$ cat src/rtl/sdram_arb_pkg.sv
// Shared widths and FSM state encoding for the SDRAM read-port arbiter.
package sdram_arb_pkg;
  localparam int ADDR_W = 22;
  localparam int DATA_W = 128;

  typedef enum logic [2:0] {IDLE, ARB, WAIT_RDY, READ, STEP, FIN} arb_state_t;
endpackage

$ cat src/rtl/sdram_read_arbiter_picker.sv
// Combinational winner selection: lowest urgent requester first, otherwise
// round-robin starting at rr_ptr.
module rr_priority_picker #(
  parameter int NREQ = 2,
  localparam int IDX_W = (NREQ > 1) ? $clog2(NREQ) : 1
) (
  input  logic [NREQ-1:0]  req,
  input  logic [NREQ-1:0]  urgent,
  input  logic [IDX_W-1:0] rr_ptr,
  output logic [NREQ-1:0]  win,
  output logic [IDX_W-1:0] win_idx,
  output logic             any
);
  logic [NREQ-1:0]  hot;
  logic [IDX_W-1:0] k;
  logic             found;

  always_comb begin
    win     = '0;
    win_idx = '0;
    found   = 1'b0;
    k       = '0;
    hot     = req & urgent;
    for (int unsigned i = 0; i < NREQ; i++) begin
      if (!found && hot[i]) begin
        found   = 1'b1;
        win_idx = IDX_W'(i);
      end
    end
    for (int unsigned i = 0; i < NREQ; i++) begin
      k = IDX_W'((int'(rr_ptr) + i) % NREQ);
      if (!found && req[k]) begin
        found   = 1'b1;
        win_idx = k;
      end
    end
    if (found) win[win_idx] = 1'b1;
    any = found;
  end
endmodule

$ cat src/rtl/sdram_read_arbiter.sv
// Arbitrates NREQ burst readers onto one SDRAM read port, running each
// granted burst word by word and steering returned data to the owner.
module sdram_read_arbiter
  import sdram_arb_pkg::*;
#(
  parameter int NREQ    = 2,
  parameter int LEN_W   = 8,
  parameter int TIMEOUT = 1024
) (
  input  logic                   Clk50,
  input  logic                   reset_n,
  input  logic [NREQ-1:0]        req,
  input  logic [NREQ-1:0]        urgent,
  input  logic [NREQ*ADDR_W-1:0] req_addr,
  input  logic [NREQ*LEN_W-1:0]  req_len,
  output logic [NREQ-1:0]        grant,
  output logic [NREQ-1:0]        rvalid,
  output logic [DATA_W-1:0]      rdata,
  output logic [NREQ-1:0]        done,
  output logic                   busy,
  output logic                   timeout_err,
  input  logic                   sdram_Wait,
  input  logic                   sdram_ac,
  input  logic [DATA_W-1:0]      sdram_data,
  output logic                   sdram_rd,
  output logic [ADDR_W-1:0]      sdram_addr
);
  localparam int IDX_W = (NREQ > 1) ? $clog2(NREQ) : 1;
  localparam int TC_W  = $clog2(TIMEOUT + 1);

  arb_state_t        state;
  logic [IDX_W-1:0]  own, rr_ptr, win_idx;
  logic [NREQ-1:0]   win;
  logic              any;
  logic [ADDR_W-1:0] cur, w_addr;
  logic [LEN_W-1:0]  len_r, cnt, w_len;
  logic [TC_W-1:0]   tcnt;

  rr_priority_picker #(.NREQ(NREQ)) u_picker (
    .req     (req),
    .urgent  (urgent),
    .rr_ptr  (rr_ptr),
    .win     (win),
    .win_idx (win_idx),
    .any     (any)
  );

  assign w_addr = req_addr[ADDR_W*win_idx +: ADDR_W];
  assign w_len  = req_len[LEN_W*win_idx +: LEN_W];
  assign busy   = (state != IDLE);

  always_ff @(posedge Clk50) begin
    if (!reset_n) begin
      state       <= IDLE;
      grant       <= '0;
      rvalid      <= '0;
      done        <= '0;
      sdram_rd    <= 1'b0;
      sdram_addr  <= '0;
      rdata       <= '0;
      rr_ptr      <= '0;
      own         <= '0;
      cur         <= '0;
      len_r       <= '0;
      cnt         <= '0;
      tcnt        <= '0;
      timeout_err <= 1'b0;
    end else begin
      rvalid <= '0;
      done   <= '0;
      unique case (state)
        IDLE: if (|req) state <= ARB;
        ARB: begin
          if (any) begin
            grant <= win;
            own   <= win_idx;
            cur   <= w_addr;
            len_r <= w_len;
            cnt   <= '0;
            // zero-length bursts still complete with a done pulse
            if (w_len == '0) begin
              done  <= win;
              state <= FIN;
            end else begin
              state <= WAIT_RDY;
            end
          end else begin
            state <= IDLE;
          end
        end
        WAIT_RDY: begin
          if (!sdram_Wait) begin
            sdram_rd   <= 1'b1;
            sdram_addr <= cur;
            tcnt       <= '0;
            state      <= READ;
          end
        end
        READ: begin
          if (sdram_ac) begin
            rdata    <= sdram_data;
            rvalid   <= grant;
            sdram_rd <= 1'b0;
            state    <= STEP;
          end else if (tcnt == TC_W'(TIMEOUT - 1)) begin
            sdram_rd    <= 1'b0;
            timeout_err <= 1'b1;
            state       <= WAIT_RDY;
          end else begin
            tcnt <= tcnt + 1'b1;
          end
        end
        STEP: begin
          cur <= cur + 1'b1;
          cnt <= cnt + 1'b1;
          if (cnt + 1'b1 == len_r) begin
            done  <= grant;
            state <= FIN;
          end else if (!req[own]) begin
            grant <= '0;
            state <= IDLE;
          end else begin
            state <= WAIT_RDY;
          end
        end
        FIN: begin
          grant  <= '0;
          rr_ptr <= (own == IDX_W'(NREQ - 1)) ? '0 : own + 1'b1;
          state  <= IDLE;
        end
        default: state <= IDLE;
      endcase
    end
  end
endmodule

$ cat config.mk
export PLATFORM = sky130hd
export DESIGN_NAME = sdram_read_arbiter
export DESIGN_NICKNAME = d
export VERILOG_FILES = /design/src/rtl/sdram_arb_pkg.sv /design/src/rtl/sdram_read_arbiter_picker.sv /design/src/rtl/sdram_read_arbiter.sv
export SDC_FILE = /design/constraint.sdc
export NUM_CORES = 1
export LEC_CHECK = 0
export ABC_AREA = 1
export CORE_MARGIN = 4
export CORE_UTILIZATION = 47
export DETAILED_ROUTE_END_ITERATION = 6
export GPL_TIMING_DRIVEN = 0
export PLACE_DENSITY = 0.88
export SYNTH_ARGS = -nofsm -noshare
export SYNTH_HDL_FRONTEND = slang
export SYNTH_SLANG_ARGS = --single-unit
export TNS_END_PERCENT = 5
$ cat constraint.sdc
create_clock -name Clk50 -period 3.6 [get_ports Clk50]
set_input_delay 0.9 -clock Clk50 [delete_from_list [all_inputs] [get_ports Clk50]]
set_output_delay 0.9 -clock Clk50 [all_outputs]
set_load 0.01 [all_outputs]
# ---- Yosys cells after proc, flatten, opt, wreduce, memory -nomap -nowiden
# Index checks and enable logic that the tools add are counted.
dict set report totals {
  ff_bits 212
  input_bits 196
  output_inout_bits 159
  wordCells 114
}
dict set report classes {
  addsub 5
  n_mul 1
  order_cmp 5
  eq_ne 15
  n_shift 2
  mux 45
  bitwise 3
  reduce_logical 24
}
# operator count
set ops {}
lappend ops {{22-bit case mux with 2 select lines} 1}
lappend ops {{44-bit by 7-bit variable part select with 22-bit output} 1}
lappend ops {{11-bit two-way mux} 3}
lappend ops {{22-bit by 1-bit adder with 22-bit output, second input constant} 1}
lappend ops {{22-bit two-way mux} 1}
lappend ops {{11-bit case mux with 2 select lines} 1}
lappend ops {{3-bit two-way mux} 7}
lappend ops {{1-bit two-way mux} 18}
lappend ops {{8-bit case mux with 2 select lines} 1}
lappend ops {{16-bit by 5-bit variable part select with 8-bit output} 1}
lappend ops {{3-bit case mux with 5 select lines} 1}
lappend ops {{2-bit two-way mux} 7}
lappend ops {{2-bit != test, second input constant} 7}
lappend ops {{3-bit AND reduction} 4}
lappend ops {{11-bit by 1-bit adder with 11-bit output, second input constant} 1}
lappend ops {{11-bit by 10-bit == test with 1-bit output, second input constant} 1}
lappend ops {{8-bit by 1-bit adder with 8-bit output, second input constant} 1}
lappend ops {{8-bit == test} 1}
lappend ops {{8-bit logical NOT} 1}
lappend ops {{1-bit by 2-bit < comparator with 1-bit output, second input constant} 4}
lappend ops {{8-bit two-way mux} 1}
lappend ops {{2-bit AND reduction} 4}
lappend ops {{4-bit AND reduction} 2}
lappend ops {{3-bit by 2-bit == test with 1-bit output, second input constant} 2}
lappend ops {{other kinds (18)} 28}

# ---- Longest topological paths before layout
dict set report logic_depth {
  word_depth 18
  mapped_depth 14
  ltp_nobuf 13
}

# ---- Modules after synthesis
# A second synthesis with hierarchy kept.
dict set report unflattened {
  cells_unflattened 1232
  area_unflattened_um2 8957.3
}
# mod n_inst cells_each area_per_inst_um2 seq_area_each_um2
set modules_own_cells {}
lappend modules_own_cells {sdram_read_arbiter 1 1223 8916.1 4244.1}
lappend modules_own_cells {rr_priority_picker 1 9 41.3 0.0}

# ---- Worst setup path after synthesis
# Ideal clock, no wire load.
dict set report synth_timing {
  path_type {in2reg}
  startpoint {in req[1]}
  endpoint {reg state[1]}
  arrival_ns 2.006
  t_required_ns 3.466
  path_slack_ns 1.460
  stages 14
  n_path_buf 1
  path_cell_list {inv_2 nand2_1 nand2_1 nand3_4 nand2_4 buf_8 nand2_2 nand2_2 nand2_1 nor2_1 and2_4 nor2_1 nor2_1 a21oi_1}
}
dict set report synth_between {
  elab_chain_cells 14
}
# element line
set synth_lines {}
lappend synth_lines {{from (decl)} sdram_read_arbiter.sv:12} ;# input logic [NREQ-1:0] req,
lappend synth_lines {{2-bit bitwise AND} sdram_read_arbiter_picker.sv:23} ;# hot = req & urgent;
lappend synth_lines {{1-bit logical AND} sdram_read_arbiter_picker.sv:25} ;# if (!found && hot[i]) begin
lappend synth_lines {{1-bit two-way mux} sdram_read_arbiter_picker.sv:25}
lappend synth_lines {{1-bit logical NOT} sdram_read_arbiter_picker.sv:32} ;# if (!found && req[k]) begin
lappend synth_lines {{1-bit logical AND} sdram_read_arbiter_picker.sv:32}
lappend synth_lines {{1-bit two-way mux} sdram_read_arbiter_picker.sv:32}
lappend synth_lines {{1-bit logical NOT} sdram_read_arbiter_picker.sv:32}
lappend synth_lines {{1-bit logical AND} sdram_read_arbiter_picker.sv:32}
lappend synth_lines {{1-bit two-way mux} sdram_read_arbiter_picker.sv:32}
lappend synth_lines {{16-bit by 5-bit variable part select with 8-bit output} sdram_read_arbiter.sv:49} ;# assign w_len = req_len[LEN_W*win_idx +: LEN_W];
lappend synth_lines {{8-bit logical NOT} sdram_read_arbiter.sv:81} ;# if (w_len == '0) begin
lappend synth_lines {{3-bit two-way mux} sdram_read_arbiter.sv:81}
lappend synth_lines {{3-bit two-way mux} sdram_read_arbiter.sv:74} ;# if (any) begin
lappend synth_lines {{3-bit case mux with 5 select lines} sdram_read_arbiter.sv:71} ;# unique case (state)
lappend synth_lines {{to (signal assigned)} sdram_read_arbiter.sv:72} ;# IDLE: if (|req) state <= ARB;
lappend synth_lines {{to (signal assigned)} sdram_read_arbiter.sv:83} ;# state <= FIN;
lappend synth_lines {{to (signal assigned)} sdram_read_arbiter.sv:85} ;# state <= WAIT_RDY;
lappend synth_lines {{to (decl)} sdram_read_arbiter.sv:31} ;# arb_state_t state;
# Parallel ways exist; a longest one is shown, timed or not. The select of a mux whose other input is x is not followed.
# A chain may end at the register's enable or synchronous reset.

# ---- Worst setup path after layout
dict set report layout_timing {
  startpoint {reg state[0]}
  endpoint {out busy}
}
dict set report layout_between {
  elab_chain_cells 1
}
# element line
set layout_lines {}
lappend layout_lines {{from (signal assigned)} sdram_read_arbiter.sv:54} ;# state <= IDLE;
lappend layout_lines {{from (signal assigned)} sdram_read_arbiter.sv:72}
lappend layout_lines {{from (signal assigned)} sdram_read_arbiter.sv:83}
lappend layout_lines {{3-bit nonzero test} sdram_read_arbiter.sv:50} ;# assign busy = (state != IDLE);
lappend layout_lines {{to (decl)} sdram_read_arbiter.sv:20} ;# output logic busy,
# No other way between the ends.

==> results.txt <==
Status: finished, final reports clean
Critical path type: reg2out
PD cells: 437 nW/µm²
Gpl congestion: 0.961
Hold Path Sink: tcnt[4]
Multi-input logic area: 4080 µm²
Worst path cell trace: nor2_1 > nand2_1 > clkdlybuf4s50_1
Syn avg cell area: 7.25 µm²
Filler Cell Count: 1391
Num CTS Buffers: 23
Vias per cell: 5.28
Arrival time at the worst endpoint: 1680 ps
First-pass GRT wire length: 50.9 mm
CTS tree: yes
Die Height: 146 µm
Synth Area in Simple Gates: 25.4%
Worst path max stage delay: 550 ps
Slew margin rel.: 56.1%
WL per Instance: 17.8 µm
Tmin final: 2580 ps
GR Util All Layers: 29.3%
Largest net degree at the start of global routing: 14
Clk root buf: clkbuf_16
Critical Path Start Type: flip-flop
CTS max path bufs: 3
TritonRoute pass-1 iters: 5
Antenna violations before repair: 4
Number of synthesized register bits: 212
Top cells by area, synth: dfxtp_1 47%, nor2_1 14%, o21ai_0 11%
Compound-Gate Fraction of Synth Area: 18.6%
Setup Total Neg Slack: 0 ps
Worst Tran Pin Value: 658 ps
CTS Hold Bufs: 0
CP bufs+invs: 1
Global route overflow: 0
Mux contribution to synthesized area: 0%
Number of global-route vias before repair: 9745
Synth cell types: 44
Chip Width: 146 µm
Final hold vios: 0
Total vias in the final route: 9887
Max-cap viol count: 0
Fin crit share: 71.7%
Post-synth net total: 1439
Final antenna-violating net count: 0
Post-layout net count: 1817
Clock Latency Late Sink: 500 ps
Family with the most delay on the worst path: buffers and inverters
Leakage: 5.66 nW
Synth area leader: dfxtp_1
RSZ-0062 raised after global routing: false
Hold path cells: 2
Share of cells above drive strength 1: 6.30%
Synth Area in XOR/XNOR: 0.876%
WHS: 462 ps
CTS sink cnt: 212
Setup Buffers After CTS: 0
Num ports: 355
Final Max Slew Viols: 0
Final setup viols: 0
R2R Path Start: state[0]
Register area: 4240 µm²
CP endpoint kind: output port
I/O Buffers: 353
Reg2reg path depth: 9
Syn. warnings: 0
Worst Path Max Fanout: 4
CP required: 2700 ps
Final wirelength: 33.4 mm
FFs w/ async S/R, synth: 0%
Post-Synth Adder-Cell Area: 0.417%
HP Class: reg2reg
Synthesis-to-layout area growth: 50.8%
Post-synth top area share: 47.2%
Sequential area share after synthesis: 47.2%
Max VDD drop: 0.000424 V
Worst path slowest cell: clkdlybuf4s50_1
Main combinational cell family by area after synthesis: simple AND/OR/NAND/NOR gates
CTS-repair resized insts: 0
Layout Skew: 8.81 ps
Total chip power: 5.93 mW
Maximum clock frequency: 387 MHz
Initial Utilization: 47.9%
Count of flip-flops with a built-in enable after synthesis: 0
Num rows: 50
Cell Area, Synth: 8990 µm²
Syn Inst Count: 1240
Die area: 21400 µm²
Most common flop cell mapped by yosys: dfxtp_1
R2R setup slack: 1300 ps
Clock transition at path regs: 60 ps
CTS H-tree lvls: 1
Residual DRC: 0
Core Area: 18800 µm²
Worst R2R End: rdata[77]
Iteration-0 DRC Markers: 800
DP HPWL: 25.1 mm
Worst Hold Launch: tcnt[4]
==> cells by family (layout without fill, tap and decap cells) <==
family                     Yosys count  count (layout)
AOI/OAI and AO/OA                  315             315
DFF                                212             212
buffers and inverters              161             555
other                                0               4
and+or+nand+nor                    540             540
adders and majority gates            3               3
xor gates and xnor gates             9               9
==> Yosys cell counts (all sizes together) (8+ instances only) <==
| cell | number |
|---|---|
| a21oi | 69 |
| buf | 36 |
| clkbuf | 38 |
| dfxtp | 212 |
| inv | 87 |
| nand2 | 118 |
| nand3 | 39 |
| nand3b | 10 |
| nand4 | 9 |
| nor2 | 346 |
| nor3 | 9 |
| o211ai | 10 |
| o21ai | 210 |
| xor2 | 8 |
==> sequential cells by signal, summed over array words and instances (netlist names), 2 cells and up <==
signal      cells
rvalid          2
cnt             8
done            2
rdata         128
tcnt           11
sdram_addr     22
len_r           8
state           3
cur            22
grant           2
==> metrics by stage <==
stage	area, µm²	instances	util, %	setup WS, ps
finish	13600	1872	72.3	1020
global route	13600	1872	72.3	970
CTS	13600	1868	72.2	996
detailed placement	12800	1827	68.3	666
global placement	12800	1827	68.3	710
floorplan	8990	1240	-	1460
==> worst max path at each step <==
stage	from	endpoint	slack [ps]	cells after the start
after global placement	req[1]	cur[16]	710	9
after detailed placement	req[1]	state[1]	670	15
after global routing	state[0]	busy	970	3
after CTS	state[0]	busy	1000	3
after floorplan	req[1]	state[1]	1460	14
final	state[0]	busy	1020	3
==> tightest hold or removal path, cell delays in order, from the launching register on <==
cell and delay (ps):
dfxtp_1 310, inv_1 60, a21oi_1 50
==> cells in the final DEF (no fill, tap or decap), drive strengths merged, types with 2 or more instances in the layout <==
cell,n
a31oi,6
inv,88
nor3,9
nand3,39
a211oi,6
o211ai,10
a21o,2
clkbuf,73
o21bai,5
or2,3
nor2,346
a21oi,69
ha,3
nand3b,10
dfxtp,212
clkinvlp,3
o21ai,210
o211a,2
clkdlybuf4s50,353
a221oi,3
nand4,9
buf,36
diode,4
and3,3
xor2,8
nand2,118
==> area by class of cell <==
| type | instances | share of cell area [%] |
|---|---|---|
| antenna | 4 | 0.0738 |
| buffer | 74 | 2.53 |
| clock buffer | 35 | 4.94 |
| clock inverter | 6 | 0.489 |
| inverter | 87 | 2.43 |
| multi-input combinational | 867 | 30.1 |
| sequential | 212 | 31.3 |
| tap | 234 | 2.16 |
| timing repair buffer | 353 | 26.0 |
==> where the power goes <==
part / switching [mW] / internal [mW] / leakage, nW
Sequential: 0.109 / 2.49 / 1.72
Clock: 0.967 / 1.36 / 0.351
Combinational: 0.516 / 0.493 / 3.59
Total: 1.59 / 4.34 / 5.66
==> layer usage <==
| layer | share of wire, % | global-route usage [%] | up-vias |
|---|---|---|---|
| li1 | - | - | 4807 |
| met1 | 39 | 34.0 | 4559 |
| met2 | 47 | 50.5 | 434 |
| met3 | 9.3 | 8.75 | 87 |
| met4 | 4.5 | 12.3 | 0 |
| met5 | 0 | 0 | - |
No activity file was read; power rests on OpenSTA's default activity.
